### src/rtl/uart_pkg.sv
// Shared UART definitions: baud constant width, frame lengths and state encoding.
package uart_pkg;

  localparam int KW       = 19;
  localparam int FRAME_7N = 9;
  localparam int FRAME_7P = 10;
  localparam int FRAME_8N = 10;
  localparam int FRAME_8P = 11;

  typedef enum logic [1:0] {
    IDLE = 2'b01,
    SEND = 2'b10
  } tx_state_e;

  // Bits per frame, including start and stop bits.
  function automatic logic [3:0] frame_len(input logic eight, input logic pen);
    logic [3:0] n;
    case ({eight, pen})
      2'b11:   n = 4'(FRAME_8P);
      2'b10:   n = 4'(FRAME_8N);
      2'b01:   n = 4'(FRAME_7P);
      default: n = 4'(FRAME_7N);
    endcase
    return n;
  endfunction

endpackage

### src/rtl/tx_bit_timer.sv
// Bit-time counter: while run=1, counts 0..k and pulses btu on the last count.
// btu is combinational from the counter state; no backpressure.
module tx_bit_timer #(
  parameter int KW = 19
) (
  input  logic          clk,
  input  logic          rst,
  input  logic          run,
  input  logic [KW-1:0] k,
  output logic          btu
);

  logic [KW-1:0] btc_q, btc_d;

  assign btu = run && (btc_q == k);

  always_comb begin
    btc_d = btc_q;
    if (!run || btu) begin
      btc_d = '0;
    end else begin
      btc_d = btc_q + KW'(1);
    end
  end

  always_ff @(posedge clk or posedge rst) begin
    if (rst) begin
      btc_q <= '0;
    end else begin
      btc_q <= btc_d;
    end
  end

endmodule

### src/rtl/tx_engine.sv
// UART transmitter: start bit on tx one cycle after an accepted load, then N bits of k+1 cycles each.
// load is only honoured while TXRDY=1; loads while busy are dropped silently.
module tx_engine #(
  parameter int KW = uart_pkg::KW
) (
  input  logic          clk,
  input  logic          rst,
  input  logic          load,
  input  logic [7:0]    out_port,
  input  logic          eight,
  input  logic          pen,
  input  logic          even,
  input  logic [KW-1:0] k,
  output logic          tx,
  output logic          TXRDY
);

  import uart_pkg::*;

  tx_state_e     state_q, state_d;
  logic [10:0]   sr_q, sr_d;
  logic [3:0]    bit_cnt_q, bit_cnt_d;
  logic [3:0]    n_q, n_d;
  logic [KW-1:0] k_q, k_d;
  logic          btu, accept, done, doit;
  logic [7:0]    data;
  logic          par;
  logic [10:0]   sr_load;

  always_ff @(posedge clk or posedge rst) begin
    if (rst) begin
      state_q <= IDLE;
    end else begin
      state_q <= state_d;
    end
  end

  always_comb begin
    state_d = state_q;
    accept  = 1'b0;
    done    = 1'b0;
    case (state_q)
      IDLE: begin
        if (load) begin
          accept  = 1'b1;
          state_d = SEND;
        end
      end
      SEND: begin
        if (btu && (bit_cnt_q == n_q - 4'd1)) begin
          done    = 1'b1;
          state_d = IDLE;
        end
      end
      default: state_d = IDLE;
    endcase
  end

  assign doit  = (state_q == SEND);
  assign TXRDY = (state_q == IDLE);
  assign tx    = sr_q[0];

  // Bit 7 is forced to zero in 7-bit mode so the same reduction gives 7-bit parity.
  always_comb begin
    data = eight ? out_port : {1'b0, out_port[6:0]};
    par  = even ? ^data : ~^data;
    case ({eight, pen})
      2'b11:   sr_load = {1'b1, par, out_port, 1'b0};
      2'b10:   sr_load = {2'b11, out_port, 1'b0};
      2'b01:   sr_load = {2'b11, par, out_port[6:0], 1'b0};
      default: sr_load = {3'b111, out_port[6:0], 1'b0};
    endcase
  end

  always_comb begin
    sr_d      = sr_q;
    bit_cnt_d = bit_cnt_q;
    n_d       = n_q;
    k_d       = k_q;
    if (accept) begin
      sr_d      = sr_load;
      bit_cnt_d = '0;
      n_d       = frame_len(eight, pen);
      k_d       = k;
    end else if (btu) begin
      sr_d      = {1'b1, sr_q[10:1]};
      bit_cnt_d = done ? 4'd0 : bit_cnt_q + 4'd1;
    end
  end

  always_ff @(posedge clk or posedge rst) begin
    if (rst) begin
      sr_q      <= '1;
      bit_cnt_q <= '0;
      n_q       <= '0;
      k_q       <= '0;
    end else begin
      sr_q      <= sr_d;
      bit_cnt_q <= bit_cnt_d;
      n_q       <= n_d;
      k_q       <= k_d;
    end
  end

  tx_bit_timer #(
    .KW(KW)
  ) u_bit_timer (
    .clk (clk),
    .rst (rst),
    .run (doit),
    .k   (k_q),
    .btu (btu)
  );

endmodule

### config.mk
export PLATFORM = sky130hd
export DESIGN_NAME = tx_engine
export DESIGN_NICKNAME = d
export VERILOG_FILES = /design/src/rtl/uart_pkg.sv /design/src/rtl/tx_bit_timer.sv /design/src/rtl/tx_engine.sv
export SDC_FILE = /design/constraint.sdc
export NUM_CORES = 1
export LEC_CHECK = 0
export CORE_ASPECT_RATIO = 1.2
export CORE_MARGIN = 2
export CORE_UTILIZATION = 58
export CTS_BUF_LIST = sky130_fd_sc_hd__clkbuf_8
export DETAILED_ROUTE_END_ITERATION = 8
export GPL_TIMING_DRIVEN = 0
export HOLD_SLACK_MARGIN = 0.03
export MAX_ROUTING_LAYER = met4
export PLACE_DENSITY = 0.82
export SLEW_MARGIN = 10
export SYNTH_ARGS = -nofsm -noshare
export SYNTH_HDL_FRONTEND = slang
export SYNTH_SLANG_ARGS = --single-unit
### constraint.sdc
create_clock -name clk -period 2.35 [get_ports clk]
set_clock_uncertainty 0.2 [all_clocks]
set_input_delay 0.705 -clock clk [delete_from_list [all_inputs] [get_ports clk]]
set_output_delay 0.705 -clock clk [all_outputs]
set_load 0.05 [all_outputs]
**Yosys cells after proc, flatten, opt, wreduce, memory -nomap -nowiden**

Cells that the tools add are included.

- $add $sub $neg: 3
- Equality and inequality tests: 9
- Multiplexer cells: 17
- Reductions and logical operators: 9

Operators with widths:

| cell | count |
|---|---|
| one-hot mux 10 bit (3 select lines) | 1 |
| 2-to-1 mux 11 bit | 2 |
| adder 19 x 1 -> 19 bit (second input constant) | 1 |
| equality test 19 bit | 1 |
| 2-to-1 mux 19 bit | 1 |
| 2-to-1 mux 4 bit | 3 |
| 2-to-1 mux 8 bit | 1 |
| one-hot mux 2 bit (2 select lines) | 2 |
| XNOR reduction 8 bit | 1 |
| XOR reduction 8 bit | 1 |
| equality test 2 bit (second input constant) | 3 |
| 2-to-1 mux 1 bit | 5 |
| adder 4 x 1 -> 4 bit (second input constant) | 1 |
| equality test 2 x 1 -> 1 bit (second input constant) | 2 |
| equality test 4 bit | 1 |
| 2-to-1 mux 2 bit | 2 |
| != test 2 bit (second input constant) | 2 |
| subtractor 4 x 1 -> 4 bit (second input constant) | 1 |
| logical AND 1 bit | 2 |
| AND reduction 2 bit | 1 |
| nonzero test 2 bit | 1 |
| OR reduction 2 bit | 1 |
| logical NOT 1 bit | 1 |
| logical OR 1 bit | 1 |

- Register bits after elaboration: 59
- Output and inout bits: 2

**Longest topological paths before layout**

- Depth after elaboration: 8
- Mapped depth: 7

**Modules after synthesis**

A second synthesis with hierarchy kept.

- Cell total of the unflattened synthesis: 325
- Area total of the unflattened synthesis: 3136.8 um^2

Modules (own cells, without submodules):

| module | times used | cells each | area each (um^2) |
|---|---|---|---|
| tx_engine | 1 | 188 | 1790.5 |
| tx_bit_timer | 1 | 137 | 1346.3 |

**Least setup slack after synthesis**

Ideal clock, no wire load.

- Path type: register to register
- Start point: register state_q[0]
- End point: register sr_q[9]
- Arrival time: 2281 ps
- Data required time: 2057 ps
- Slack: -224 ps
- Cell stages (with the launch flop): 6
- Clock period less this slack: 2574 ps
- Cell sequence: dfstp_2 > nor2b_1 > nand2_1 > clkbuf_1 > a2111oi_0 > a21oi_1

- Longest elaborated chain between the ends: 3
- Elaborated cells between the ends (all ways): 6

RTL lines:

| element | RTL line | text |
|---|---|---|
| from (decl) | tx_engine.sv:20 | `tx_state_e state_q, state_d;` |
| from (signal assigned) | tx_engine.sv:34 | `state_q <= state_d;` |
| equality test 2 x 1 -> 1 bit * | -- |  |
| net TXRDY | tx_engine.sv:15 | `output logic TXRDY` |
| 2-to-1 mux 1 bit * | tx_engine.sv:42 | `case (state_q)` |
| 2-to-1 mux 11 bit / nonzero test 2 bit (equally long branches) | -- |  |
| to (signal assigned) | tx_engine.sv:98 | `sr_q <= sr_d;` |
| to (decl) | tx_engine.sv:21 | `logic [10:0] sr_q, sr_d;` |

Mark *: on every way through the listed nets, which the timed path passes. The rest lies on a longest branch.
A chain may end at the register's enable or synchronous reset.

**Worst setup path in the final report**

- Start point: register sr_q[0]
- End point: output port tx

RTL lines:

| element | RTL line | text |
|---|---|---|
| to (decl) | tx_engine.sv:14 | `output logic tx,` |

No word-level cell between the ends.

==> flow_summary.yaml <==
grt:
  grt_max_degree: 33
  grt_antenna_before_repair: 0
  grtUsageTotal_pct: 24.9
  grt_overflow_total: 0
  grt_pass1_wl_um: 10400
  grt_pass1_vias: 2300
logic_synthesis:
  ys_seq_area_share_pct: 48.5
  synth.avg_cell_area_um2: 9.71
  syn_inst: 306
  yosysWarnings: 0
  ys_ff_latch: 57
  synth.distinct_cells: 39
  synth.net_count: 346
  synth_area_um2: 2970
min_path:
  hold_path_class: "reg2reg"
  hold_path_startpoint: "sr_q[9]$_DFFE_PP1P_"
  whs_path_depth: 2
  holdPathEnd: "sr_q[9]$_DFFE_PP1P_"
worst_setup_path:
  cp_slowest_cell: "dfstp_2"
  rr_startpoint: "u_bit_timer.btc_q[3]$_DFF_PP0_"
  path_class: "reg2out"
  startpoint: "sr_q[0]$_DFFE_PP1P_"
  cp.arrival_ns: 1.38
  crit_buf_inv: 1
  crit_required_ns: 1.44
  worstPathMaxFanout: 2
  reg2reg_depth: 6
  path_delay_family: "flip-flops"
  start_kind: "flip-flop"
  ff2ff_setup_slack_ns: 0.14
  r2r_end: "state_q[1]$_DFFE_PP0P_"
  crit_chain: "dlygate4sd2_1"
  slowest_delay_ns: 0.52
  end_kind: "output pin"
pwr:
  p_sw_mw: 1.23
  power.total_mw: 3.53
  pwr-share-seq_pct: 43.4
  p_comb_share_pct: 34.8
  peakVddDrop_v: 0.000587
  swShare_pct: 34.9
  p_int_mw: 2.30
  p_leak_nw: 1.81
  pwr-share-clk_pct: 21.8
  pwr_density_cell_nw_per_um2: 968
clock_network:
  clockBufferDepth: 2
  numCtsBuffers: 9
  clk_latency_ns: 0.33
  cts_tree: "done"
  cts_sinks: 57
  htreeDepth: 3
  cts_root_buf: "clkbuf_8"
  path_clk_slew_ns: 0.06
timing:
  final.period_utilization_pct: 97.0
  hold_viol_final: 0
  worstMarginPinSlew_ns: 0.579
  finalSetupTns_ns: 0
  fmax_ghz: 0.439
  report.final.slew_viol_count: 0
  finalSetupViolCount: 0
  rsz0062_at_grt: "false"
  fin_crit_ns: 2.28
  maxSlewHeadroom_pct: 61.0
finish:
  drive_above_1_share_pct: 15.1
  multi_input_area_um2: 1500
  ff_latch_area_um2: 1440
  final_common_cell: "nand2_1"
  area_growth_pct: 22.7
  insertedDiodeCount: 0
  final_cell_mix: "nand2_1 (86), dfrtp_1 (46), xor2_1 (33)"
  fin_util_pct: 73.8
  design_area_um2: 3650
  nFillCells: 362
  fin_cells: 418
  nNetsFinal: 393
run_status:
  outcome: "finished, final reports clean"
die:
  ios: 35
  core_area_um2: 4940
  initial_core_util_pct: 60.1
  rows: 28
  die_h_um: 82.4
  die-area_um2: 5710
  die_w_um: 69.3
run:
  maxCapViolCount: 0
place:
  dp.final_hpwl_um: 4530
  dp_cells: 401
  port_buffers: 34
  place_area_um2: 3410
  gp_congestion: 0.848
drt:
  ant_nets: 0
  vias: 2247
  wl_per_cell_um: 14.5
  drt-vias-per-instance: 5.38
  drc: 0
  dr.pass1.iters: 4
  wirelength_um: 6080
  first_iter_violations: 108
-- sequential cells by signal, indices dropped and copies added (netlist names) --
register,flops
bit_cnt_q,4
sr_q,10
state_q,2
n_q,3
u_bit_timer.btc_q,19
k_q,19
-- layer usage --
| layer | part of all wire, % | up-vias | wire length (um) | global-route usage [%] |
|---|---|---|---|---|
| met4 | 3.7 | 0 | 225 | 13.5 |
| met3 | 3.5 | 20 | 211 | 5.46 |
| met2 | 54 | 47 | 3250 | 43.8 |
| met1 | 39 | 1079 | 2390 | 26.7 |
| li1 | - | 1101 | - | - |
| met5 | 0 | - | 0 | - |
-- area by class of cell --
class                      instances  share of cell area, %
sequential                        57                   39.5
tap                               60                   2.06
timing repair buffer              36                   10.5
clock inverter                     5                  0.515
multi-input combinational        231                   41.2
buffer                             9                   1.13
clock buffer                      11                   4.15
inverter                           9                  0.927
-- worst register-to-register path, delay by kind of cell, from the launching register on --
kind	cells	cell delay, ns
simple gates	2	0.70
compound gates	2	0.28
buf+inv	1	0.23
flops	1	0.45
xor+xnor	1	0.21
-- per-stage QoR --
| stage | worst slack, ns | hold slack, ns |
|---|---|---|
| floorplan | 0.0636 | 0.241 |
| detailed placement | -0.650 | 0.259 |
| global route | 0.0130 | 0.300 |
| finish | 0.0698 | 0.278 |
| CTS | 0.00774 | 0.266 |
| global placement | -0.919 | 0.254 |
-- power by group through the flow --
stage               combinational, mW  sequential, mW  clock [mW]
floorplan                       0.907            1.48           0
global placement                 1.15            1.53           0
detailed placement               1.20            1.55           0
CTS                              1.23            1.53       0.782
global route                     1.39            1.56       0.830
finish                           1.23            1.53       0.768
-- worst max-delay path by stage --
stage	slack, ns	endpoint	cells after the start
global placement	-0.92	k_q[14]$_DFFE_PP0P_	2
detailed placement	-0.65	sr_q[9]$_DFFE_PP1P_	6
finish	0.07	tx	1
CTS	0.008	sr_q[9]$_DFFE_PP1P_	6
global route	0.01	state_q[1]$_DFFE_PP0P_	5
floorplan	0.06	bit_cnt_q[0]$_DFFE_PP0P_	1
-- synth_stat cells --
master	count	area (um2)
nand2_1	86	323
dfrtp_1	46	1150
xor2_1	33	289
nor2_1	26	97.6
xnor2_1	13	114
dfstp_2	11	289
inv_1	9	33.8
nand3_1	9	45.0
clkbuf_1	7	26.3
ha_1	7	87.6
mux2_4	7	105
a21oi_1	5	25.0
nand4_1	5	31.3
nand2b_1	4	25.0
nor4_2	4	50.1
and3_1	3	18.8
o211ai_1	3	22.5
o21ai_0	3	15.0
a22o_1	2	17.5
and4_1	2	17.5
buf_2	2	10.0
nor3_1	2	10.0
a2111oi_0	1	8.76
a211o_2	1	10.0
a211oi_1	1	7.51
a21o_1	1	7.51
and2_0	1	6.26
and2_1	1	6.26
and3_2	1	7.51
and4_2	1	10.0
mux2_2	1	11.3
mux2i_1	1	10.0
nand4_2	1	12.5
nor2b_1	1	6.26
nor4_1	1	6.26
o211a_1	1	10.0
o21a_1	1	7.51
o21ai_4	1	16.3
xnor3_1	1	22.5
-- repair_timing --
action                                  4_1_cts  5_1_grt
pin swaps                                     2        7
hold buffers                                  0        0
resized for setup                            12       10
endpoints found under the setup margin       13       30
setup buffers                                 0        1
-- kinds of logic (layout without fill, tap and decap cells) --
group,Yosys count,count (layout),synth area share [%]
DFF,57,57,48.5
and+or+nand+nor,148,148,22.7
buffers and inverters,18,70,2.36
xor gates and xnor gates,47,47,14.3
adders and majority gates,7,7,2.95
AOI/OAI and AO/OA,20,20,4.97
muxes,9,9,4.25
(Power assumes the default switching activity.)
